<file path="src/rtl/fp_align.sv">
`default_nettype none
// +-----------------------------------------------------------------------------+
// | fp_align - FP adder pre-add alignment: order operands, shift small, G/S bits |
// | Revision: 1.0                                                               |
// +-----------------------------------------------------------------------------+
module fp_align #(
  parameter int EXP_W  = 8,
  parameter int FRAC_W = 23
) (
  input  logic                  clk,
  input  logic                  rst,
  input  logic                  in_valid,
  output logic                  in_ready,
  input  logic [EXP_W+FRAC_W:0] a,
  input  logic [EXP_W+FRAC_W:0] b,
  output logic                  out_valid,
  input  logic                  out_ready,
  output logic [EXP_W-1:0]      exp_out,
  output logic                  sign_big,
  output logic                  eff_sub,
  output logic                  swap,
  output logic [FRAC_W:0]       frac_big,
  output logic [FRAC_W:0]       frac_small,
  output logic                  guard,
  output logic                  sticky,
  output logic                  special
);

  localparam int SIG_W = FRAC_W + 1;
  localparam int W     = EXP_W + FRAC_W + 1;

  // Stage 1: unpack and order by magnitude
  logic [EXP_W-1:0] w_exp_a, w_exp_b;
  logic [SIG_W-1:0] w_sig_a, w_sig_b;
  logic             s1_swap_d;

  assign w_exp_a   = a[W-2 -: EXP_W];
  assign w_exp_b   = b[W-2 -: EXP_W];
  assign w_sig_a   = (w_exp_a == '0) ? '0 : {1'b1, a[FRAC_W-1:0]};
  assign w_sig_b   = (w_exp_b == '0) ? '0 : {1'b1, b[FRAC_W-1:0]};
  assign s1_swap_d = b[W-2:0] > a[W-2:0];

  logic [EXP_W-1:0] s1_exp_big_d, s1_exp_small_d, s1_diff_d;
  logic [SIG_W-1:0] s1_sig_big_d, s1_sig_small_d;

  assign s1_exp_big_d   = s1_swap_d ? w_exp_b : w_exp_a;
  assign s1_exp_small_d = s1_swap_d ? w_exp_a : w_exp_b;
  assign s1_sig_big_d   = s1_swap_d ? w_sig_b : w_sig_a;
  assign s1_sig_small_d = s1_swap_d ? w_sig_a : w_sig_b;
  assign s1_diff_d      = s1_exp_big_d - s1_exp_small_d;

  logic             s1_valid_q, s1_sign_big_q, s1_eff_sub_q, s1_swap_q, s1_special_q;
  logic [EXP_W-1:0] s1_exp_q, s1_diff_q;
  logic [SIG_W-1:0] s1_sig_big_q, s1_sig_small_q;

  // Stage 2: right shift with guard/sticky extraction
  logic [2*SIG_W-1:0] w_ext;
  logic               w_far;
  logic [SIG_W-1:0]   s2_frac_small_d;
  logic               s2_guard_d, s2_sticky_d;

  assign w_ext = {s1_sig_small_q, {SIG_W{1'b0}}} >> s1_diff_q;
  // Beyond SIG_W every bit, including the guard position, has fallen into sticky.
  assign w_far           = s1_diff_q > EXP_W'(SIG_W);
  assign s2_frac_small_d = w_far ? '0   : w_ext[2*SIG_W-1:SIG_W];
  assign s2_guard_d      = w_far ? 1'b0 : w_ext[SIG_W-1];
  assign s2_sticky_d     = w_far ? |s1_sig_small_q : |w_ext[SIG_W-2:0];

  logic             out_valid_q, sign_big_q, eff_sub_q, swap_q, guard_q, sticky_q, special_q;
  logic [EXP_W-1:0] exp_q;
  logic [SIG_W-1:0] frac_big_q, frac_small_q;
  logic             w_s2_load;

  assign w_s2_load = ~out_valid_q | out_ready;
  assign in_ready  = ~s1_valid_q | w_s2_load;

  always_ff @(posedge clk) begin
    if (rst) begin
      s1_valid_q     <= 1'b0;
      s1_sign_big_q  <= 1'b0;
      s1_eff_sub_q   <= 1'b0;
      s1_swap_q      <= 1'b0;
      s1_special_q   <= 1'b0;
      s1_exp_q       <= '0;
      s1_diff_q      <= '0;
      s1_sig_big_q   <= '0;
      s1_sig_small_q <= '0;
      out_valid_q    <= 1'b0;
      sign_big_q     <= 1'b0;
      eff_sub_q      <= 1'b0;
      swap_q         <= 1'b0;
      guard_q        <= 1'b0;
      sticky_q       <= 1'b0;
      special_q      <= 1'b0;
      exp_q          <= '0;
      frac_big_q     <= '0;
      frac_small_q   <= '0;
    end else begin
      if (in_ready) begin
        s1_valid_q <= in_valid;
        if (in_valid) begin
          s1_sign_big_q  <= s1_swap_d ? b[W-1] : a[W-1];
          s1_eff_sub_q   <= a[W-1] ^ b[W-1];
          s1_swap_q      <= s1_swap_d;
          s1_special_q   <= (&w_exp_a) | (&w_exp_b);
          s1_exp_q       <= s1_exp_big_d;
          s1_diff_q      <= s1_diff_d;
          s1_sig_big_q   <= s1_sig_big_d;
          s1_sig_small_q <= s1_sig_small_d;
        end
      end
      if (w_s2_load) begin
        out_valid_q <= s1_valid_q;
        if (s1_valid_q) begin
          sign_big_q   <= s1_sign_big_q;
          eff_sub_q    <= s1_eff_sub_q;
          swap_q       <= s1_swap_q;
          special_q    <= s1_special_q;
          exp_q        <= s1_exp_q;
          frac_big_q   <= s1_sig_big_q;
          frac_small_q <= s2_frac_small_d;
          guard_q      <= s2_guard_d;
          sticky_q     <= s2_sticky_d;
        end
      end
    end
  end

  assign out_valid  = out_valid_q;
  assign exp_out    = exp_q;
  assign sign_big   = sign_big_q;
  assign eff_sub    = eff_sub_q;
  assign swap       = swap_q;
  assign frac_big   = frac_big_q;
  assign frac_small = frac_small_q;
  assign guard      = guard_q;
  assign sticky     = sticky_q;
  assign special    = special_q;

endmodule
`default_nettype wire
</file>
<file path="config.mk">
export PLATFORM = sky130hd
export DESIGN_NAME = fp_align
export DESIGN_NICKNAME = d
export VERILOG_FILES = /design/src/rtl/fp_align.sv
export SDC_FILE = /design/constraint.sdc
export NUM_CORES = 1
export LEC_CHECK = 0
export ABC_AREA = 1
export BUFFER_PORTS_ARGS = -buffer_cell sky130_fd_sc_hd__buf_2
export CAP_MARGIN = 20
export CELL_PAD_IN_SITES_DETAIL_PLACEMENT = 2
export CELL_PAD_IN_SITES_GLOBAL_PLACEMENT = 2
export CORE_UTILIZATION = 33
export DETAILED_ROUTE_END_ITERATION = 7
export PLACE_DENSITY = 0.89
export SLEW_MARGIN = 20
export SYNTH_ARGS = -nofsm -noshare
export SYNTH_HDL_FRONTEND = slang
export SYNTH_SLANG_ARGS = --single-unit
</file>
<file path="constraint.sdc">
create_clock -name clk -period 3.7 [get_ports clk]
set_input_delay 0.185 -clock clk [delete_from_list [all_inputs] [get_ports clk]]
set_output_delay 0.185 -clock clk [all_outputs]
set_load 0.005 [all_outputs]
</file>
* Yosys cells after proc, flatten, opt, wreduce, memory -nomap -nowiden *
Cells that the tools add are included.

storage, ports and cells
  register bits after elaboration = 132
  latch bits = 0
  bits in writable memories = 0
  bits in read-only memories = 0
  input port bits = 68
  logic and storage cells = 47
  memories kept = 0

cells by class
  add/sub/neg operators = 1
  multipliers = 0
  div/mod/pow operators = 0
  order comparisons = 2
  equality and inequality tests = 0
  shift-type cells = 1
  muxes and demuxes = 10
  bitwise gates (word level) = 6
  reductions and logical operators = 8

operator list
  cell                                                                              number
  24-bit 2-to-1 mux                                                                 5
  48-bit by 8-bit >> shifter with 48-bit output                                     1
  31-bit greater-than comparator                                                    1
  24-bit OR reduction                                                               1
  23-bit OR reduction                                                               1
  8-bit logical NOT                                                                 2
  8-bit 2-to-1 mux                                                                  2
  8-bit AND reduction                                                               2
  8-bit by 5-bit greater-than comparator with 1-bit output (second input constant)  1
  8-bit subtractor                                                                  1
  2-bit AND reduction                                                               2
  1-bit 2-to-1 mux                                                                  3
  1-bit bitwise OR                                                                  3
  1-bit NOT                                                                         2
  1-bit XOR                                                                         1

* Logic depth before layout (Yosys ltp) *
Gate-level depths: netlist of run 1.

  word-level depth = 4
  mapped depth = 23
  gate-level depth less buffers = 22

* Least setup slack after synthesis of run 1 *
OpenSTA, ideal clock, no wires.

  path kind = input port to flip-flop
  start = input port a[26]
  end = register s1_diff_q[5]
  library setup time = 0.117 ns
  arrival time = 1.983 ns
  path slack = 1.600 ns
  stages on the path = 21
  path buffers = 1
  path through = inv_1 -> ha_1 -> nand2_1 -> inv_1 -> nand2_1 -> nand2_1 -> nand2_1 -> nand2_1 -> a21oi_1 -> nand2_4 -> nand2_4 -> buf_12 -> nand2_4 -> nand2_2 -> nand2_1 -> nand3_2 -> nand2_1 -> nand3_1 -> nand2_1 -> nor2_1 -> nor2_1

on the way
  word-level cells in the longest chain between the ends = 3
  elaborated cells between the ends (all ways) = 4

RTL lines
  what                                 line    source
  from (decl)                          14      input logic [EXP_W+FRAC_W:0] a,
  31-bit greater-than comparator       41      assign s1_swap_d = b[W-2:0] > a[W-2:0];
  8-bit 2-to-1 mux (on tied branches)  46, 47
  8-bit subtractor *                   50      assign s1_diff_d = s1_exp_big_d - s1_exp_small_d;
  to (signal assigned)                 107     s1_diff_q <= s1_diff_d;
  to (decl)                            53      logic [EXP_W-1:0] s1_exp_q, s1_diff_q;

Mark *: on every way between the ends. The rest lies on a longest branch, timed or not.
A chain may end at the register's enable or synchronous reset.

* Worst setup path after layout of run 1 *
  start = register s1_diff_q[1]
  end = register frac_small_q[8] (netlist: frac_small[8])

on the way
  word-level cells in the longest chain between the ends = 2
  elaborated cells between the ends (all ways) = 3

RTL lines
  what                                                                                                                       line    source
  48-bit by 8-bit >> shifter with 48-bit output or 8-bit by 5-bit greater-than comparator with 1-bit output (tied branches)  62, 64
  24-bit 2-to-1 mux *                                                                                                        65      assign s2_frac_small_d = w_far ? '0 : w_ext[2*SIG_W-1:SIG_W];
  to (signal assigned)                                                                                                       121     frac_small_q <= s2_frac_small_d;
  to (decl)                                                                                                                  71      logic [SIG_W-1:0] frac_big_q, frac_small_q;

Marks and branches as above.

==> results of run 1 <==
-- stage by stage --
stage | setup slack [ns] | hold slack (ns) | cells
2_1_floorplan | 1.600 | 0.3355 | 1197
3_3_place_gp | 0.7383 | 0.4522 | 1592
3_5_place_dp | 0.5505 | 0.4599 | 1592
4_1_cts | 0.5831 | 0.06852 | 1623
5_1_grt | 0.3922 | 0.08879 | 1623
6_report | 0.5056 | 0.08123 | 1623
-- registers in the layout, summed over array words and instances (netlist names), 8 cells and up --
signal          flops
frac_small         24
frac_big           24
s1_sig_small_q     24
s1_exp_q            8
s1_sig_big_q       24
exp_out             8
s1_diff_q           8
-- cell type report --
type                       instances  area (µm²)  area share, %
multi-input combinational        838        4412          46.93
sequential                       132        2643          28.11
tap                              319       399.1          4.245
inverter                         159       596.8          6.348
clock inverter                    12       145.1          1.544
clock buffer                      19       452.9          4.818
timing repair buffer             144       753.2          8.012
-- worst max-delay path by stage --
stage | slack, ns | endpoint
floorplan | 1.60 | s1_diff_q[5]$_SDFFE_PP0P_
global placement | 0.74 | s1_sig_big_q[22]$_SDFFE_PP0P_
detailed placement | 0.55 | s1_sig_big_q[21]$_SDFFE_PP0P_
CTS | 0.58 | frac_small[8]$_SDFFE_PP0P_
global route | 0.39 | guard$_SDFFE_PP0P_
finish | 0.51 | frac_small[8]$_SDFFE_PP0P_
-- cells in the final DEF, fill, tap and decap left out, types with 4 or more instances in the layout --
cell type,n
nand3_1,61
o221ai_1,47
nand2_1,317
o21ai_0,93
mux2i_1,12
nor4_1,9
o21ai_1,7
a21oi_1,42
nor2_1,112
o211ai_1,32
or2_2,8
ha_1,31
a31oi_1,9
a22oi_1,5
nand2_2,10
buf_2,131
inv_2,7
nand2_4,4
clkbuf_16,17
nand4_1,8
buf_4,13
inv_6,5
inv_1,152
dfxtp_1,132
-- worst register-to-register path, stage by stage, from the launching register on --
cell	delay, ns
dfxtp_1	0.33
buf_4	0.25
nor2_1	0.31
a211oi_1	0.14
nor4_2	0.58
nand2_1	0.28
nor2_4	0.43
inv_1	0.25
or2_1	0.31
a21oi_1	0.21
-- layer usage --
layer  track usage (%)  part of all wire, %  up-vias
met5                 0                0.059        -
met4             18.86                  5.3        4
met3             5.947                  3.9      149
met2             55.14                   51      259
met1             33.71                   40     4528
li1                  -                    -     4148
-- power groups by stage --
stage	logic (W)	registers [W]	clock network [W]
after global routing	0.00126	0.00163	0.00188
after global placement	0.000994	0.00164	0
after floorplan	0.000721	0.00161	0
after detailed placement	0.00106	0.00165	0
after CTS	0.00115	0.00162	0.00183
final	0.00116	0.00163	0.00181
-- cell families (layout without fill, tap and decap cells) --
group	after synthesis	count (layout)
xor+xnor	4	4
buf+inv	227	334
simple gates	547	547
compound gates	244	244
mux	12	12
flops	132	132
fa+ha+maj	31	31
==> qor.csv, run 1 <==
stage;metric;value;unit
run_status;outcome;finished, final reports clean;
sta;max-slew violation count;0;
pwr;Clock Power Share;39.4;%
yosys;Async SR Flop Fraction;0;%
finish;Final Util;39.82;%
yosys;Post-Synth Adder-Cell Area;4.866;%
grt;vias in the first global route;10170;
yosys;post-synth top area share;33.15;%
pwr;Leakage;4.746;nW
floorplanning;# rows;56;
floorplanning;Core ar.;0.02361;mm²
yosys;Simple-Gate Fraction of Synth Area;29.32;%
worst_hold_path;HP Class;in2reg;
sta;worst slew pin tran;1.024;ns
yosys;synth top area cells;dfxtp_1 33%, nand2_1 15%, inv_1 7.2%;
detailed_routing;# DRC;0;
worst_hold_path;hold depth;3;
grt;largest net degree at the start of global routing;65;
detailed_routing;post-DR vias/cell;5.600;
sta;Tcrit/Tclk final;86.33;%
placement;GPL Wtd Cong;0.8412;
finish;final instance area;0.009402;mm²
detailed_routing;post-route ant nets;0;
placement;Area after DPL;0.008803;mm²
grt;total track usage;30.90;%
sta;Slew HR;31.62;%
finish;Fill cells;2885;
cts;H-tree depth;4;
cts;Max Root-Sink Buffers;2;
finish;fraction of layout cells with a size suffix above 1;16.56;%
floorplanning;die width;157.4;µm
cts;Reg clk slew, reported paths;0.07;ns
pwr;Gate power share;25.2;%
grt;initial antenna violation count;2;
detailed_routing;Post-Route WL;37.15;mm
detailed_routing;Vias;9088;
yosys;Yosys cell types;44;
critical_path;Crit path depth;9;
floorplanning;die area;0.02478;mm²
cts;cts bufs inserted;17;
yosys;Post-synth EDFFs;0;
critical_path;largest stage delay on the critical path;0.58;ns
cts;clk root buf;clkbuf_16;
flow_run;max-cap check violation count;0;
yosys;Gate Count Post-Synth;1197;
cts;cts hold-fix bufs;0;
worst_hold_path;WHS Endpoint;s1_exp_q[3]$_SDFFE_PP0P_;
yosys;XOR/XNOR Fraction of Synth Area;0.4395;%
finish;Antenna Cells;0;
yosys;post-synth net total;1296;
pwr;Pwr Density;489.3;mW/mm²
yosys;multiplexer share of the synthesized area;1.507;%
sta;# setup viols final;0;
yosys;Compound-Gate Fraction of Synth Area;19.18;%
grt;global route overflow;0;
yosys;Post-Syn Area per Cell;6.659;µm²
critical_path;critical path's top delay family;simple AND/OR/NAND/NOR gates;
yosys;largest area contributor in the netlist;dfxtp_1;
detailed_routing;drt first pass iters;5;
floorplanning;starting density of the core;33.76;%
worst_hold_path;Hold Crit Start;a[26];
critical_path;critical path capture point type;flop;
placement;HPWL after DPL;22.85;mm
pwr;Pint;0.002917;W
yosys;Top FF cell, synth;dfxtp_1;
finish;Nets;1391;
cts;TritonCTS clock tree;yes;
sta;Worst Clk Skew;0.01090;ns
critical_path;Critical Path AT;3.55;ns
sta;Fmax;313.1;MHz
critical_path;crit path launch type;flop;
critical_path;CP cell instances;buf_4 > nor2_1 > a211oi_1 > nor4_2 > nand2_1 > nor2_4 > inv_1 > or2_1 > a21oi_1;
critical_path;crit path launch;s1_diff_q[1]$_SDFFE_PP0P_;
pwr;VDD IR max;0.0002489;V
detailed_routing;Initial DRC Count;431;
critical_path;Critical path buffers and inverters;2;
yosys;Syn Std Cell Area;0.007971;mm²
cts;postcts setup bufs;0;
cts;Clock Latency Late Sink;0.45;ns
grt;first-pass GRT wire length;57.73;mm
yosys;part of the Yosys area used for sequential elements;33.15;%
sta;Hold Violations, Final;0;
critical_path;CP Max Fanout;35;
pwr;overall power consumption;0.004601;W
critical_path;worst flop-to-flop path endpoint;frac_small[8]$_SDFFE_PP0P_;
pwr;switching share of power;36.60;%
critical_path;Critical Setup Path Class;reg2reg;
detailed_routing;detail-routed net length per standard cell;22.89;µm
pwr;Flop pwr share;35.3;%
yosys;largest family of logic cells by synthesized area;simple AND/OR/NAND/NOR gates;
critical_path;Data required, critical path;4.06;ns
floorplanning;Die Y;157.4;µm
cts;clock sink count;132;
yosys;FF+latch count, synth;132;
critical_path;CP max-delay cell;nor4_2;
floorplanning;IO Count;132;
finish;synthesis-to-finish area growth;17.94;%
critical_path;reg2reg setup slack;0.51;ns
pwr;sw power;0.001684;W
yosys;Yosys warning count;0;
sta;setup TNS;0;ns
critical_path;RR Startpoint;s1_diff_q[1]$_SDFFE_PP0P_;
cts;PostCTS Resize Cnt;0;
sta;Final min period;3.194;ns
critical_path;worst reg2reg path depth;9;
yosys;most common cell in the netlist;nand2_1;
placement;# port buffers;131;
yosys;top cells by count, synth;318 x nand2_1, 153 x inv_1, 132 x dfxtp_1, 112 x nor2_1, 93 x o21ai_0;
sta;RSZ-0062 raised after global routing;no;
(Power assumes the default switching activity.)
==> run 2, diff against run 1 <==
--- a/config.mk
+++ b/config.mk
@@ -10,9 +10,9 @@
 export CAP_MARGIN = 20
 export CELL_PAD_IN_SITES_DETAIL_PLACEMENT = 2
 export CELL_PAD_IN_SITES_GLOBAL_PLACEMENT = 2
-export CORE_UTILIZATION = 33
+export CORE_UTILIZATION = 31
 export DETAILED_ROUTE_END_ITERATION = 7
-export PLACE_DENSITY = 0.89
+export PLACE_DENSITY = 0.84
 export SLEW_MARGIN = 20
 export SYNTH_ARGS = -nofsm -noshare
 export SYNTH_HDL_FRONTEND = slang
==> constraint.sdc (replaced) <==
create_clock -name clk -period 3.5 [get_ports clk]
set_input_delay 0.175 -clock clk [delete_from_list [all_inputs] [get_ports clk]]
set_output_delay 0.175 -clock clk [all_outputs]
set_load 0.005 [all_outputs]
==> qor.csv, run 2 (same netlist as run 1, synthesis figures left out) <==
stage;metric;value;unit;change
cts;cts hold-fix bufs;0;;unchanged
floorplanning;Core ar.;0.02518;mm²;was 0.02361 mm²
pwr;VDD IR max;0.0002244;V;was 0.0002489 V
worst_hold_path;Hold Crit Start;a[27];;was a[26]
grt;initial antenna violation count;0;;was 2
placement;Area after DPL;0.008842;mm²;was 0.008803 mm²
floorplanning;die width;162.4;µm;was 157.4 µm
pwr;switching share of power;35.07;%;was 36.60%
cts;Max Root-Sink Buffers;2;;unchanged
floorplanning;starting density of the core;31.66;%;was 33.76%
finish;fraction of layout cells with a size suffix above 1;16.69;%;was 16.56%
finish;commonest non-fill, non-tap cell in the layout;nand2_1;;unchanged
grt;largest net degree at the start of global routing;65;;unchanged
grt;first-pass GRT wire length;51.98;mm;was 57.73 mm
detailed_routing;Post-Route WL;32.40;mm;was 37.15 mm
cts;PostCTS Resize Cnt;0;;unchanged
sta;# setup viols final;0;;unchanged
pwr;Pwr Density;505.3;mW/mm²;was 489.3 mW/mm²
flow_run;max-cap check violation count;0;;unchanged
critical_path;Critical Path AT;3.24;ns;was 3.55 ns
sta;Final min period;2.886;ns;was 3.194 ns
finish;Nets;1392;;was 1391
detailed_routing;post-DR vias/cell;5.308;;was 5.600
critical_path;crit path launch;s1_diff_q[7]$_SDFFE_PP0P_;;was s1_diff_q[1]$_SDFFE_PP0P_
detailed_routing;# DRC;0;;unchanged
grt;global route overflow;0;;unchanged
critical_path;RR Startpoint;s1_diff_q[7]$_SDFFE_PP0P_;;was s1_diff_q[1]$_SDFFE_PP0P_
critical_path;crit-path most repeated cell;nand2_1;;
critical_path;CP max-delay cell;o21ai_0;;was nor4_2
pwr;Pint;0.003110;W;was 0.002917 W
sta;Worst Clk Skew;0.007869;ns;was 0.01090 ns
grt;total track usage;25.22;%;was 30.90%
floorplanning;# rows;58;;was 56
cts;postcts setup bufs;0;;unchanged
detailed_routing;drt first pass iters;4;;was 5
floorplanning;die area;0.02636;mm²;was 0.02478 mm²
critical_path;critical path capture point type;flop;;unchanged
detailed_routing;post-route ant nets;0;;unchanged
finish;Fill cells;3056;;was 2885
finish;area of the multi-input gates;0.004412;mm²;unchanged
sta;setup TNS;0;ns;unchanged
finish;synthesis-to-finish area growth;18.90;%;was 17.94%
grt;vias in the first global route;9643;;was 10170
sta;Hold Violations, Final;0;;unchanged
sta;Tcrit/Tclk final;82.47;%;was 86.33%
run_status;outcome;finished, final reports clean;;unchanged
critical_path;CP cell instances;inv_2 > nand2_1 > o21ai_0 > o21ai_0 > o21ai_0 > mux2i_1 > nand2_1 > nor2_1 > nand3_1 > nand2_1 > nand2_1 > nand2_1 > a21oi_1;;was buf_4 > nor2_1 > a211oi_1 > nor4_2 > nand2_1 > nor2_4 > inv_1 > or2_1 > a21oi_1
cts;Reg clk slew, reported paths;0.07;ns;about the same
cts;cts bufs inserted;17;;unchanged
detailed_routing;Vias;8684;;was 9088
floorplanning;IO Count;132;;unchanged
finish;final instance area;0.009478;mm²;was 0.009402 mm²
detailed_routing;detail-routed net length per standard cell;19.80;µm;was 22.89 µm
sta;max-slew violation count;0;;unchanged
critical_path;CP Max Fanout;36;;was 35
cts;Clock Latency Late Sink;0.43;ns;was 0.45 ns
floorplanning;Die Y;162.4;µm;was 157.4 µm
worst_hold_path;HP Class;in2reg;;unchanged
cts;clock sink count;132;;unchanged
placement;HPWL after DPL;21.30;mm;was 22.85 mm
cts;H-tree depth;4;;unchanged
pwr;Flop pwr share;35.5;%;was 35.3%
critical_path;largest stage delay on the critical path;0.50;ns;was 0.58 ns
critical_path;Critical Setup Path Class;reg2reg;;unchanged
cts;clk root buf;clkbuf_16;;unchanged
sta;Slew HR;43.29;%;was 31.62%
finish;commonest non-fill, non-tap cells in the layout;317 x nand2_1, 152 x inv_1, 132 x dfxtp_1;;unchanged
cts;TritonCTS clock tree;yes;;unchanged
sta;Fmax;346.5;MHz;was 313.1 MHz
pwr;Clock Power Share;39.9;%;was 39.4%
pwr;Gate power share;24.6;%;was 25.2%
placement;GPL Wtd Cong;0.8343;;was 0.8412
sta;RSZ-0062 raised after global routing;no;;unchanged
critical_path;crit path launch type;flop;;unchanged
pwr;Leakage;4.763;nW;was 4.746 nW
finish;Antenna Cells;0;;unchanged
pwr;sw power;0.001680;W;was 0.001684 W
critical_path;Data required, critical path;3.85;ns;was 4.06 ns
sta;worst slew pin tran;0.8486;ns;was 1.024 ns
placement;# port buffers;131;;unchanged
detailed_routing;Initial DRC Count;401;;was 431
finish;total area of sequential cells;0.002643;mm²;unchanged
[run 2: metrics by stage]
stage / instances / utilization (%) / worst slack, ns / hold WS, ns / total power (W)
floorplan: 1197 / - / 1.410 / 0.3255 / 0.002466
global placement: 1603 / 35.11 / 0.5581 / 0.4529 / 0.002799
detailed placement: 1603 / 35.11 / 0.4063 / 0.4629 / 0.002845
CTS: 1635 / 37.53 / 0.5956 / 0.07401 / 0.004818
global route: 1636 / 37.64 / 0.3390 / 0.08206 / 0.005005
finish: 1636 / 37.64 / 0.6137 / 0.08342 / 0.004790
[run 2: layout make-up]
cell class                      count  share of cell area (%)
Multi-Input combinational cell    838                   46.55
Sequential cell                   132                   27.88
Timing Repair Buffer              145                   8.502
Inverter                          159                   6.297
Clock buffer                       20                   4.924
Tap cell                          330                   4.356
Clock inverter                     12                   1.492
[run 2: power groups by stage]
| stage | clock, W | sequential (W) | combinational (W) |
|---|---|---|---|
| 6_report | 0.00191 | 0.00170 | 0.00118 |
| 5_1_grt | 0.00199 | 0.00171 | 0.00131 |
| 4_1_cts | 0.00194 | 0.00170 | 0.00118 |
| 3_5_place_dp | 0 | 0.00173 | 0.00112 |
| 3_3_place_gp | 0 | 0.00172 | 0.00108 |
| 2_1_floorplan | 0 | 0.00170 | 0.000763 |
[run 2: worst max-delay path, delay by kind of cell (launching register included)]
kind	cells	cell delay (ns)
AO/OA/AOI/OAI	4	1.08
buffers and inverters	1	0.44
flip-flops	1	0.35
multiplexers	1	0.27
AND/OR/NAND/NOR	7	0.66
[run 2: per-layer routing]
layer | track usage (%) | vias to the layer above | wire length (µm)
met5 | 0 | - | 0
met4 | 9.477 | 0 | 850
met3 | 3.769 | 62 | 930
met2 | 46.41 | 159 | 16900
met1 | 29.19 | 4331 | 13720
li1 | - | 4132 | -
[run 2: final timing paths]
check                           slack [ns]                          end  cells past startpoint
worst max-delay path                  0.61          sticky$_SDFFE_PP0P_                     13
worst max register to register        0.61          sticky$_SDFFE_PP0P_                     13
worst min register to register        0.47  frac_small[18]$_SDFFE_PP0P_                      2
worst min-delay path                  0.08     s1_exp_q[4]$_SDFFE_PP0P_                      3
==> run 3, diff against run 2 <==
--- a/config.mk
+++ b/config.mk
@@ -5,14 +5,14 @@
 export SDC_FILE = /design/constraint.sdc
 export NUM_CORES = 1
 export LEC_CHECK = 0
-export ABC_AREA = 1
+export ABC_AREA = 0
 export BUFFER_PORTS_ARGS = -buffer_cell sky130_fd_sc_hd__buf_2
 export CAP_MARGIN = 20
 export CELL_PAD_IN_SITES_DETAIL_PLACEMENT = 2
 export CELL_PAD_IN_SITES_GLOBAL_PLACEMENT = 2
-export CORE_UTILIZATION = 31
+export CORE_UTILIZATION = 33
 export DETAILED_ROUTE_END_ITERATION = 7
-export PLACE_DENSITY = 0.84
+export PLACE_DENSITY = 0.85
 export SLEW_MARGIN = 20
 export SYNTH_ARGS = -nofsm -noshare
 export SYNTH_HDL_FRONTEND = slang
==> constraint.sdc (replaced) <==
create_clock -name clk -period 2.7 [get_ports clk]
set_input_delay 0.135 -clock clk [delete_from_list [all_inputs] [get_ports clk]]
set_output_delay 0.135 -clock clk [all_outputs]
set_load 0.005 [all_outputs]
==> qor.csv, run 3 <==
stage;metric;value;unit;change
detailed_routing;Initial DRC Count;892;;was 401
yosys;Post-Syn Area per Cell;7.889;µm²;was 6.659 µm²
floorplanning;Core ar.;0.02189;mm²;was 0.02518 mm²
sta;hold_ws;0.03694;ns;was 0.08342 ns
run_status;violated checks;negative setup slack;;
cts;clk root buf;clkbuf_16;;unchanged
critical_path;Critical Setup Path Class;reg2reg;;unchanged
detailed_routing;detail-routed net length per standard cell;29.83;µm;was 19.80 µm
worst_hold_path;WHS Endpoint;s1_sig_big_q[0]$_SDFFE_PP0P_;;was s1_exp_q[4]$_SDFFE_PP0P_
yosys;multiplexer share of the synthesized area;6.045;%;was 1.507%
sta;Hold Violations, Final;0;;unchanged
grt;M3 GR Usage;6.506;%;was 3.769%
cts;TritonCTS clock tree;yes;;unchanged
yosys;largest area contributor in the netlist;dfxtp_1;;unchanged
sta;max-slew violation count;0;;unchanged
placement;HPWL after DPL;24.48;mm;was 21.30 mm
yosys;XOR/XNOR Fraction of Synth Area;0.5943;%;was 0.4395%
finish;commonest non-fill, non-tap cell in the layout;nor2_1;;was nand2_1
detailed_routing;post-DR vias/cell;6.344;;was 5.308
yosys;synth top area cells;dfxtp_1 36%, nor2_1 7.7%, nand2_1 6.0%;;was dfxtp_1 33%, nand2_1 15%, inv_1 7.2%
critical_path;worst reg2reg path depth;7;;was 13
yosys;part of the Yosys area used for sequential elements;35.86;%;was 33.15%
pwr;Flop pwr share;32.6;%;was 35.5%
critical_path;crit path launch type;flop;;unchanged
cts;Reg clk slew, reported paths;0.07;ns;about the same
yosys;Compound-Gate Fraction of Synth Area;23.20;%;was 19.18%
sta;Fmax;326.6;MHz;was 346.5 MHz
worst_hold_path;Hold Crit Start;a[0];;was a[27]
yosys;post-synth top area share;35.86;%;was 33.15%
worst_hold_path;HP Class;in2reg;;unchanged
grt;total track usage;33.62;%;was 25.22%
cts;clock sink count;132;;unchanged
pwr;switching share of power;35.80;%;was 35.07%
critical_path;reg2reg setup slack;-0.36;ns;was 0.61 ns
yosys;Yosys warning count;0;;unchanged
yosys;most common cell in the netlist;nor2_1;;was nand2_1
detailed_routing;# DRC;0;;unchanged
pwr;Pint;0.004401;W;was 0.003110 W
finish;synthesis-to-finish area growth;39.31;%;was 18.90%
detailed_routing;drt first pass iters;7;;was 4
worst_hold_path;hold depth;3;;unchanged
grt;first-pass GRT wire length;57.27;mm;was 51.98 mm
finish;fraction of layout cells with a size suffix above 1;32.57;%;was 16.69%
floorplanning;starting density of the core;33.66;%;was 31.66%
critical_path;critical path capture point type;flop;;unchanged
yosys;FF+latch count, synth;132;;unchanged
sta;Final min period;3.061;ns;was 2.886 ns
cts;Clock Latency Late Sink;0.46;ns;was 0.43 ns
grt;vias in the first global route;9778;;was 9643
yosys;largest family of logic cells by synthesized area;compound AO/OA/AOI/OAI gates;;was simple AND/OR/NAND/NOR gates
yosys;Async SR Flop Fraction;0;%;unchanged
critical_path;Critical path buffers and inverters;1;;unchanged
sta;# setup viols final;28;;was 0
floorplanning;die width;151.4;µm;was 162.4 µm
grt;GR Util met1;37.52;%;was 29.19%
sta;Worst Clk Skew;0.01363;ns;was 0.007869 ns
critical_path;RR Startpoint;s1_diff_q[1]$_SDFFE_PP0P_;;was s1_diff_q[7]$_SDFFE_PP0P_
critical_path;CP cell instances;buf_4 > a21boi_0 > a2111oi_0 > o21ai_0 > o21ai_0 > a22oi_1 > o31a_1;;was inv_2 > nand2_1 > o21ai_0 > o21ai_0 > o21ai_0 > mux2i_1 > nand2_1 > nor2_1 > nand3_1 > nand2_1 > nand2_1 > nand2_1 > a21oi_1
yosys;post-synth net total;1033;;was 1296
detailed_routing;Post-Route WL;43.70;mm;was 32.40 mm
yosys;Syn Std Cell Area;0.007368;mm²;was 0.007971 mm²
yosys;Gate Count Post-Synth;934;;was 1197
floorplanning;die area;0.02293;mm²;was 0.02636 mm²
finish;Layout Cells excl Fill;1465;;was 1636
critical_path;Data required, critical path;3.04;ns;was 3.85 ns
flow_run;max-cap check violation count;0;;unchanged
run_status;outcome;complete, but fails checks;;was finished, final reports clean
sta;worst slew pin tran;1.134;ns;was 0.8486 ns
cts;H-tree depth;4;;unchanged
yosys;Top FF cell, synth;dfxtp_1;;unchanged
critical_path;crit-path most repeated cell;o21ai_0;;was nand2_1
critical_path;worst flop-to-flop path endpoint;sticky$_SDFFE_PP0P_;;unchanged
grt;largest net degree at the start of global routing;56;;was 65
grt;global route overflow;0;;unchanged
detailed_routing;Vias;9294;;was 8684
pwr;Clock Power Share;37.5;%;was 39.9%
grt;met2 usage;59.29;%;was 46.41%
pwr;Gate power share;29.9;%;was 24.6%
critical_path;largest stage delay on the critical path;1.01;ns;was 0.50 ns
finish;Final Util;46.89;%;was 37.64%
floorplanning;# rows;54;;was 58
pwr;VDD IR max;0.0004875;V;was 0.0002244 V
grt;initial antenna violation count;1;;was 0
floorplanning;IO Count;132;;unchanged
finish;commonest non-fill, non-tap cells in the layout;145 x nor2_1, 141 x buf_4, 130 x buf_2;;was 317 x nand2_1, 152 x inv_1, 132 x dfxtp_1
critical_path;critical path's top delay family;compound AO/OA/AOI/OAI gates;;unchanged
sta;Tcrit/Tclk final;113.4;%;was 82.47%
critical_path;CP max-delay cell;a2111oi_0;;was o21ai_0
cts;Max Root-Sink Buffers;2;;unchanged
grt;gr busiest metal;met2;;unchanged
finish;Antenna Cells;0;;unchanged
placement;GPL Wtd Cong;0.8816;;was 0.8343
yosys;top cells by count, synth;152 x nor2_1, 132 x dfxtp_1, 117 x nand2_1, 81 x a21oi_1, 53 x clkbuf_1;;was 318 x nand2_1, 153 x inv_1, 132 x dfxtp_1, 112 x nor2_1, 93 x o21ai_0
critical_path;CP Max Fanout;26;;was 36
yosys;Yosys cell types;65;;was 44
sta;Slew HR;22.43;%;was 43.29%
sta;RSZ-0062 raised after global routing;yes;;was no
pwr;Pwr Density;667.8;mW/mm²;was 505.3 mW/mm²
finish;Nets;1272;;was 1392
pwr;Leakage;4.523;nW;was 4.763 nW
floorplanning;Die Y;151.4;µm;was 162.4 µm
critical_path;crit path launch;s1_diff_q[1]$_SDFFE_PP0P_;;was s1_diff_q[7]$_SDFFE_PP0P_
yosys;Post-synth EDFFs;0;;unchanged
placement;# port buffers;131;;unchanged
yosys;Simple-Gate Fraction of Synth Area;23.04;%;was 29.32%
critical_path;Critical Path AT;3.40;ns;was 3.24 ns
placement;placed cells;1415;;was 1603
yosys;Post-Synth Adder-Cell Area;5.264;%;was 4.866%
cts;cts bufs inserted;17;;unchanged
pwr;sw power;0.002454;W;was 0.001680 W
sta;Final WS setup;-0.3615;ns;was 0.6137 ns
detailed_routing;post-route ant nets;0;;unchanged
[run 3: cell count changes in the layout (fill, tap and decap cells not counted), sizes merged, moves of 29 or more]
cell and change:
o21ai -74, nand2 -213, nor3 +33, nor2 +36, a21oi +38, inv -123, buf +136, nand3 -51
o211ai -29, a222oi +31, o221ai -47
[run 3: metrics by stage]
step                      power [W]  area (µm²)  setup WS [ns]  setup TNS, ns
after CTS                  0.006580        9968       -0.06882       -0.06882
after global placement     0.003804        9218        -0.1524         -1.249
after global routing       0.007019       10260        -0.3524         -4.382
final                      0.006855       10260        -0.3615         -2.012
after detailed placement   0.003932        9218        -0.4486         -11.47
after floorplan            0.003105        7368         0.1452              0
[run 3: worst max path at each step]
stage                                end  slack (ns)  cells past startpoint
3_3_place_gp   s1_diff_q[6]$_SDFFE_PP0P_       -0.15                     14
3_5_place_dp   s1_diff_q[7]$_SDFFE_PP0P_       -0.45                     15
2_1_floorplan        sticky$_SDFFE_PP0P_        0.15                     10
6_report             sticky$_SDFFE_PP0P_       -0.36                      7
4_1_cts              sticky$_SDFFE_PP0P_       -0.07                     10
5_1_grt              sticky$_SDFFE_PP0P_       -0.35                      7
[run 3: power by group through the flow]
| stage | sequential (W) | combinational, W | clock (W) |
|---|---|---|---|
| after floorplan | 0.00219 | 0.000913 | 0 |
| after global placement | 0.00222 | 0.00158 | 0 |
| after detailed placement | 0.00224 | 0.00169 | 0 |
| after CTS | 0.00221 | 0.00180 | 0.00257 |
| after global routing | 0.00224 | 0.00214 | 0.00264 |
| final | 0.00224 | 0.00205 | 0.00257 |
[run 3: final cells by class]
| class | instances | area (µm²) |
|---|---|---|
| clock buffer | 20 | 456.7 |
| clock inverter | 11 | 151.4 |
| fill | 2438 | 11630 |
| inverter | 39 | 146.4 |
| multi-input combinational | 694 | 4509 |
| sequential | 132 | 2649 |
| tap | 280 | 350.3 |
| timing repair buffer | 289 | 2002 |
[run 3: routing by layer]
layer / vias to the layer above / share of wire [%]
li1: 3886 / -
met3: 198 / 6.3
met5: - / 0
met1: 4674 / 38
met4: 0 / 6.3
met2: 536 / 50
[run 3: cell families after synthesis]
family                   count (synthesis)
XOR/XNOR                                 5
flip-flops                             132
adder cells (fa/ha/maj)                 31
AND/OR/NAND/NOR                        381
buffers and inverters                  108
multiplexers                            37
AO/OA/AOI/OAI                          240
[run 3: tightest hold or removal path, cell delays in order]
cell	delay [ns]
buf_2	0.14
a222oi_1	0.08
nor2_1	0.10
[run 3: repair_timing]
item	in CTS	in global routing
gates resized for setup	23	37
hold endpoints to repair	5	0
endpoints found under the setup margin	8	20
pin swaps	5	18
cloned	0	2
setup buffers	1	10
hold buffers	6	0
